--- src/rtl/sap2_prog_loader_if.sv ---
// sap2_prog_loader_if: inbound byte stream and outbound RAM programming bus of the SAP2 loader.
interface sap2_prog_loader_if #(
   parameter int ADDR_W = 8,
   parameter int DATA_W = 12
);
   logic              in_valid;
   logic [7:0]        in_data;
   logic              in_ready;
   logic              prog;
   logic [ADDR_W-1:0] a;
   logic [DATA_W-1:0] d;
   logic              we;
   modport master (output in_valid, in_data, input in_ready, prog, a, d, we);
   modport slave (input in_valid, in_data, output in_ready, prog, a, d, we);
endinterface

--- src/rtl/sap2_prog_loader.sv ---
// sap2_prog_loader: packs byte pairs into 12-bit words, fills SAP2 RAM from 0 up, holds the CPU in reset meanwhile.
// Define LOADER_CHECKSUM_EN to require a trailing mod-256 checksum byte (CSUM/HALT states).
module sap2_prog_loader #(
   parameter int ADDR_W = 8,
   parameter int DATA_W = 12
) (
   input  logic       clk,
   input  logic       clr,
   input  logic       start,
   input  logic [8:0] word_count,
   sap2_prog_loader_if.slave bus,
   output logic       cpu_clr,
   output logic       busy,
   output logic       done,
   output logic       err
);
`ifdef LOADER_CHECKSUM_EN
   typedef enum logic [2:0] {IDLE, HI, LO, WRITE, RELEASE, DONE, CSUM, HALT} state_t;
   localparam state_t LAST = CSUM;
`else
   typedef enum logic [2:0] {IDLE, HI, LO, WRITE, RELEASE, DONE} state_t;
   localparam state_t LAST = RELEASE;
`endif
   state_t            state, nxt;
   logic [ADDR_W-1:0] addr;
   logic [DATA_W-1:0] word;
   logic [3:0]        nib;
   logic [8:0]        rem;
   logic [7:0]        sum;
   logic              rdy, prog, we, xfer, idle_like, csum_st, csum_nxt, bad_sum;
   assign bus.in_ready = rdy;
   assign bus.prog = prog;
   assign bus.a = addr;
   assign bus.d = word;
   assign bus.we = we;
   assign xfer = bus.in_valid && rdy;
`ifdef LOADER_CHECKSUM_EN
   assign idle_like = state == IDLE || state == DONE || state == HALT;
   assign csum_st = state == CSUM;
   assign csum_nxt = nxt == CSUM;
`else
   assign idle_like = state == IDLE || state == DONE;
   assign csum_st = 1'b0;
   assign csum_nxt = 1'b0;
`endif
   assign bad_sum = csum_st && xfer && bus.in_data != sum;
   always_comb begin
      nxt = state;
      case (state)
         HI:      nxt = xfer ? LO : HI;
         LO:      nxt = xfer ? WRITE : LO;
         WRITE:   nxt = rem == 9'd1 ? LAST : HI;
         RELEASE: nxt = DONE;
`ifdef LOADER_CHECKSUM_EN
         CSUM:    nxt = xfer ? (bad_sum ? HALT : RELEASE) : CSUM;
`endif
         default: nxt = start && idle_like ? HI : state;
      endcase
   end
   always_ff @(posedge clk or posedge clr)
      if (clr) state <= IDLE;
      else state <= nxt;
   // outputs are decoded from the next state so they are registered yet aligned with the state they describe
   always_ff @(posedge clk or posedge clr) begin
      if (clr) begin
         addr    <= '0;
         word    <= '0;
         nib     <= '0;
         rem     <= '0;
         sum     <= '0;
         err     <= 1'b0;
         rdy     <= 1'b0;
         prog    <= 1'b0;
         we      <= 1'b0;
         cpu_clr <= 1'b1;
         busy    <= 1'b0;
         done    <= 1'b0;
      end else begin
         if (start && idle_like) begin
            addr <= '0;
            rem  <= word_count == 9'd0 || word_count > 9'd256 ? 9'd256 : word_count;
            sum  <= '0;
            err  <= 1'b0;
         end
         if (xfer) sum <= sum + bus.in_data;
         if (state == HI && xfer) begin
            nib <= bus.in_data[3:0];
            if (bus.in_data[7:4] != 4'd0) err <= 1'b1;
         end
         if (state == LO && xfer) word <= {nib, bus.in_data};
         if (state == WRITE) begin
            addr <= addr + ADDR_W'(1);
            rem  <= rem - 9'd1;
         end
         if (bad_sum) err <= 1'b1;
         rdy     <= nxt == HI || nxt == LO || csum_nxt;
         prog    <= nxt == HI || nxt == LO || nxt == WRITE || csum_nxt;
         we      <= nxt == WRITE;
         cpu_clr <= nxt != DONE;
         busy    <= nxt == HI || nxt == LO || nxt == WRITE || nxt == RELEASE || csum_nxt;
         done    <= nxt == DONE;
      end
   end
endmodule
--- src/flat_wrapper.sv ---
// flat-port wrapper written by rule: the top's interface ports become plain ports
module sap2_prog_loader_flat 
#(
   parameter int ADDR_W = 8,
   parameter int DATA_W = 12
)
  (clk, clr, start, word_count, cpu_clr, busy, done, err, bus_in_valid, bus_in_data, bus_in_ready, bus_prog, bus_a, bus_d, bus_we);
  sap2_prog_loader_if #(.ADDR_W(ADDR_W), .DATA_W(DATA_W)) bus_i ();
  input  logic clk;
  input  logic clr;
  input  logic start;
  input  logic [8:0] word_count;
  output logic cpu_clr;
  output logic busy;
  output logic done;
  output logic err;
  input wire logic [$bits(bus_i.in_valid)-1:0] bus_in_valid;
  input wire logic [$bits(bus_i.in_data)-1:0] bus_in_data;
  output wire logic [$bits(bus_i.in_ready)-1:0] bus_in_ready;
  output wire logic [$bits(bus_i.prog)-1:0] bus_prog;
  output wire logic [$bits(bus_i.a)-1:0] bus_a;
  output wire logic [$bits(bus_i.d)-1:0] bus_d;
  output wire logic [$bits(bus_i.we)-1:0] bus_we;
  assign bus_i.in_valid = bus_in_valid;
  assign bus_i.in_data = bus_in_data;
  assign bus_in_ready = bus_i.in_ready;
  assign bus_prog = bus_i.prog;
  assign bus_a = bus_i.a;
  assign bus_d = bus_i.d;
  assign bus_we = bus_i.we;
  sap2_prog_loader #(.ADDR_W(ADDR_W), .DATA_W(DATA_W)) u_core (.clk(clk), .clr(clr), .start(start), .word_count(word_count), .bus(bus_i), .cpu_clr(cpu_clr), .busy(busy), .done(done), .err(err));
endmodule
--- config.mk ---
export PLATFORM = sky130hd
export DESIGN_NAME = sap2_prog_loader_flat
export DESIGN_NICKNAME = d
export VERILOG_FILES = /design/src/rtl/sap2_prog_loader_if.sv /design/src/rtl/sap2_prog_loader.sv /design/src/flat_wrapper.sv
export SDC_FILE = /design/constraint.sdc
export NUM_CORES = 1
export LEC_CHECK = 0
export BUFFER_PORTS_ARGS = -buffer_cell sky130_fd_sc_hd__buf_2
export CORE_ASPECT_RATIO = 0.6
export CORE_UTILIZATION = 53
export DETAILED_ROUTE_END_ITERATION = 7
export HOLD_SLACK_MARGIN = 0.06
export PLACE_DENSITY = 0.79
export SYNTH_ARGS = -nofsm -noshare
export SYNTH_HDL_FRONTEND = slang
export SYNTH_SLANG_ARGS = --single-unit
export TNS_END_PERCENT = 30
--- constraint.sdc ---
create_clock -name clk -period 2.1 [get_ports clk]
set_input_delay 0.105 -clock clk [delete_from_list [all_inputs] [get_ports clk]]
set_output_delay 0.105 -clock clk [all_outputs]
set_load 0.1 [all_outputs]
### Yosys cells after proc, flatten, opt, wreduce, memory -nomap -nowiden

Cells that the tools add are included.

| storage, ports and cells | value |
|---|---|
| register bits after elaboration | 43 |
| bits of input ports | 21 |
| output and inout bits | 27 |
| word-level logic and storage cells | 53 |

| cells by class | value |
|---|---|
| add/sub/neg operators | 2 |
| $lt $le $gt $ge | 1 |
| equal/unequal tests | 12 |
| multiplexer cells | 13 |
| reductions and logical operators | 13 |

Operators with widths:

| cell | number |
|---|---|
| 2-to-1 mux 9 bit | 3 |
| 2-to-1 mux 8 bit | 2 |
| == test 3 x 2 -> 1 bit (second input constant) | 4 |
| == test 3 bit (second input constant) | 4 |
| case mux 3 bit (4 select lines) | 1 |
| == test 9 x 1 -> 1 bit (second input constant) | 1 |
| > comparator 9 bit (second input constant) | 1 |
| logical NOT 9 bit | 1 |
| subtractor 9 x 1 -> 9 bit (second input constant) | 1 |
| adder 8 x 1 -> 8 bit (second input constant) | 1 |
| == test 3 x 1 -> 1 bit (second input constant) | 2 |
| 2-to-1 mux 3 bit | 2 |
| logical OR 1 bit | 5 |
| logical AND 1 bit | 4 |
| 2-to-1 mux 1 bit | 4 |
| nonzero test 4 bit | 1 |
| logical NOT 3 bit | 1 |
| != test 3 bit (second input constant) | 1 |
| 2-to-1 mux 2 bit | 1 |
| nonzero test 2 bit | 1 |

### Longest topological paths before layout

| logic depth | value |
|---|---|
| word-level depth | 9 |
| depth in mapped cells | 7 |
| gate-level depth less buffers | 6 |

### Worst setup path before layout

OpenSTA, ideal clock, no wires.

| timing path | value |
|---|---|
| path kind | register -> register |
| start | register u_core.rdy, in the netlist u_core.bus.in_ready |
| end | register u_core.word[0], in the netlist u_core.bus.d[0] |
| setup time | 125 ps |
| arrival | 2046 ps |
| required time | 1975 ps |
| setup slack | -72 ps |
| cell stages (with the launch flop) | 5 |
| path buffers | 1 |
| clock period less this slack | 2172 ps |
| cells stage by stage | dfrtp_1 -> nand2_1 -> nor3_2 -> buf_2 -> mux2_2 |

| between the ends | value |
|---|---|
| word-level cells in the longest chain between the ends | 2 |

Ends and longest elaborated chain:

| what | RTL line | source |
|---|---|---|
| start, declared | sap2_prog_loader.sv:30 | `logic rdy, prog, we, xfer, idle_like, csum_st, csum_nxt, bad_sum;` |
| start signal, assigned | sap2_prog_loader.sv:96 | `rdy <= nxt == HI \|\| nxt == LO \|\| csum_nxt;` |
| logical AND 1 bit | sap2_prog_loader.sv:36 | `assign xfer = bus.in_valid && rdy;` |
| logical AND 1 bit | sap2_prog_loader.sv:90 | `if (state == LO && xfer) word <= {nib, bus.in_data};` |
| end signal, assigned | sap2_prog_loader.sv:90 |  |
| end, declared | sap2_prog_loader.sv:26 | `logic [DATA_W-1:0] word;` |

Every way passes these cells.
A chain may end at the register's enable or synchronous reset.

### Final worst setup path

| timing path | value |
|---|---|
| start | register u_core.state[1] |
| end | register u_core.err |

| between the ends | value |
|---|---|
| word-level cells in the longest chain between the ends | 6 |
| elaborated cells between the ends (all ways) | 9 |
| classes of those cells | eq/ne: 2; mux: 3; reduce/logical: 4 |

Ends and longest elaborated chain:

| what | RTL line | source |
|---|---|---|
| start, declared | sap2_prog_loader.sv:24 | `state_t state, nxt;` |
| start signal, assigned | sap2_prog_loader.sv:62 | `else state <= nxt;` |
| == test 3 bit or logical NOT 3 bit (tied branches) | sap2_prog_loader.sv:42 | `assign idle_like = state == IDLE \|\| state == DONE;` |
| logical OR 1 bit | sap2_prog_loader.sv:42 |  |
| logical AND 1 bit | sap2_prog_loader.sv:79 | `if (start && idle_like) begin` |
| 2-to-1 mux 1 bit | sap2_prog_loader.sv:79 |  |
| 2-to-1 mux 1 bit | sap2_prog_loader.sv:88 | `if (bus.in_data[7:4] != 4'd0) err <= 1'b1;` |
| 2-to-1 mux 1 bit * | sap2_prog_loader.sv:86 | `if (state == HI && xfer) begin` |
| end signal, assigned | sap2_prog_loader.sv:83 | `err <= 1'b0;` |
| end signal, assigned | sap2_prog_loader.sv:88 |  |
| end signal, assigned | sap2_prog_loader.sv:95 | `if (bad_sum) err <= 1'b1;` |
| end, declared | sap2_prog_loader.sv:15 | `output logic err` |

Every way passes the cells marked *; elsewhere a longest branch is shown, timed or not.

==> out/metrics.yaml <==
grtUsageTotal: 0.2443
maxCapViolations: 0
clock-root-buffer: "clkbuf_8"
clock_sinks: 43
syn_area_mm2: 0.002087
layout-drive-gt1-share: 0.3308
fin_tns_setup_ns: 0
die_area_mm2: 0.004201
diodes: 0
multi_input_area_um2: 938.4
crit_chain: "nand2b_1, nor3_2, buf_4, o41ai_1, dlygate4sd3_1, nand2_1"
ys_warn_count: 0
clock_latency_ns: 0.30
io_buffer_count: 47
final_common_cell: "buf_2"
syn2layout_area_growth_pct: 24.16
ys.flop_type: "dfrtp_1"
critPathLaunchType: "flip-flop"
cts_max_level: 2
cp.arrival_ns: 2.19
cp_max_fo: 15
synthesis.instances: 196
num_rows: 17
cp-end-kind: "flip-flop"
synthArstFlopShare: 1.000
hold_class: "in -> reg"
gp_congestion: 0.8989
numCtsBuffers: 5
place_hpwl_mm: 3.338
fin_skew_ns: 0.008333
wirelength_mm: 4.680
layout.nets: 284
dr.pass1.iters: 6
clk_pin_slew_ns: 0.08
core_mm2: 0.003722
grt_pass1_vias: 1568
clock.fmax_ghz: 0.5145
clockBufferDepth: 2
cts_tree: "done"
seqCellArea_mm2: 0.001079
ys_types: 43
vias: 1740
worst_slew_pin_slew_ns: 0.5273
fin_crit_sh: 0.9256
postSynthAreaPerCell_um2: 10.65
slowest_stage: "dlygate4sd3_1"
viasPerCell: 5.668
synth_top_area_cell: "dfrtp_1"
yosysSeqAreaShare: 0.5162
fillers: 283
grt_antenna_before_repair: 0
rrSetupSlack_ns: 0.16
grt_max_degree: 44
slew_headroom: 0.6484
slowest_delay_ns: 0.58
drt_iter0_drc: 88
rsz0062_at_grt: "no"
final_cell_mix: "buf_2 (47), dfrtp_1 (41), nand2_1 (18)"
wl_per_cell_um: 15.24
worstPathRequired_ns: 2.34
grt_overflow: 0
initial_core_util: 0.5607
synth_edf_count: 0
setup.worst_path.class: "reg -> reg"
synth.area.top_cells: "dfrtp_1 (50%), mux2_2 (8.6%), nand2_1 (3.2%), o21ai_0 (2.9%), ha_1 (2.4%)"
fin_crit_ns: 1.944
hold_viol_final: 0
status: "completed"
fp.dieW_um: 83.01
drv_slew: 0
drc_errors: 0
antenna_left: 0
io_pins: 48
setup_viol: 0
ys_seq_elements: 43
die_h_um: 50.61
syn_nets: 221
yosys.area.top_type_share: 0.5036
grt_first_pass_wirelength_mm: 7.728
[flip-flops by register name, indices dropped and copies added, names as in the netlist]
signal               count
u_core.err               1
u_core.bus.d            12
u_core.bus.prog          1
u_core.state             3
u_core.bus.a             8
u_core.done              1
u_core.bus.in_ready      1
u_core.nib               4
u_core.cpu_clr           1
u_core.rem               9
u_core.busy              1
u_core.bus.we            1
[worst paths after layout]
check | to | cells past startpoint | startpoint
setup / recovery | u_core.err | 6 | u_core.state[1]
hold / removal | u_core.bus.d[6] | 2 | bus_in_data[6]
setup reg to reg | u_core.err | 6 | u_core.state[1]
hold reg to reg | u_core.err | 2 | u_core.err
max in group asynchronous | u_core.bus.in_ready | 4 | clr
min in group asynchronous | u_core.bus.a[6] | 4 | clr
[kinds of logic (layout without fill, tap and decap cells)]
kind of cell / after synthesis / count (layout) / share of synthesized area
xor+xnor: 1 / 1 / 0.004197
compound gates: 41 / 41 / 0.1367
fa+ha+maj: 4 / 4 / 0.02398
simple gates: 72 / 72 / 0.1912
buf+inv: 18 / 82 / 0.03657
mux: 17 / 17 / 0.09113
flops: 43 / 43 / 0.5162
[area by class of cell]
cell class | count | share of cell area
Sequential cell | 43 | 0.4162
Multi-Input combinational cell | 135 | 0.3621
Timing Repair Buffer | 64 | 0.1516
Clock buffer | 6 | 0.02801
Tap cell | 47 | 0.02269
Inverter | 10 | 0.01449
Clock inverter | 2 | 0.004829
[Yosys cell counts, types with 3 or more instances]
master,instances
inv_1,10
nand2_1,18
or3_1,3
nand4_1,4
a31oi_1,3
nor2_1,12
a211oi_1,4
nor2b_1,3
a21oi_1,5
mux2_2,16
nor4_1,4
ha_1,4
nand2b_1,6
nand3_1,9
buf_2,7
o21ai_0,12
dfrtp_1,42
[what timing repair did]
action / in CTS / in global routing
setup buffers: 0 / 0
gates resized for setup: 0 / 1
endpoints found under the hold margin: 57 / 0
setup endpoints to repair: 0 / 1
hold buffers: 12 / 0
[layer usage]
metal  global-route usage  routed length, µm  share of wire  vias to the layer above
li1                     -                  -              -                      838
met1               0.3511               2258           0.48                      824
met2               0.3484               2017           0.43                       68
met3              0.07072                333          0.071                       10
met4              0.09483                 70          0.015                        0
met5                    0                  0              0                        -
[critical path: cells and delay by family, from the launching register on]
family / cells / cell delay [ns]
simple gates: 3 / 0.50
buf+inv: 2 / 0.78
compound gates: 1 / 0.07
flops: 1 / 0.53
[stage by stage]
step	worst slack (ns)	cells	hold slack [ns]	util	area, µm²
2_1_floorplan	0.006695	196	0.2216	-	2088
3_3_place_gp	0.2924	287	0.2605	0.6397	2381
3_5_place_dp	0.1945	287	0.2653	0.6397	2381
4_1_cts	0.1528	307	0.06707	0.6948	2586
5_1_grt	0.04787	307	0.07174	0.6961	2591
6_report	0.1563	307	0.06687	0.6961	2591
Power is not shown: default switching activity piles up to over one toggle a cycle in this logic, so the estimate is an artifact.
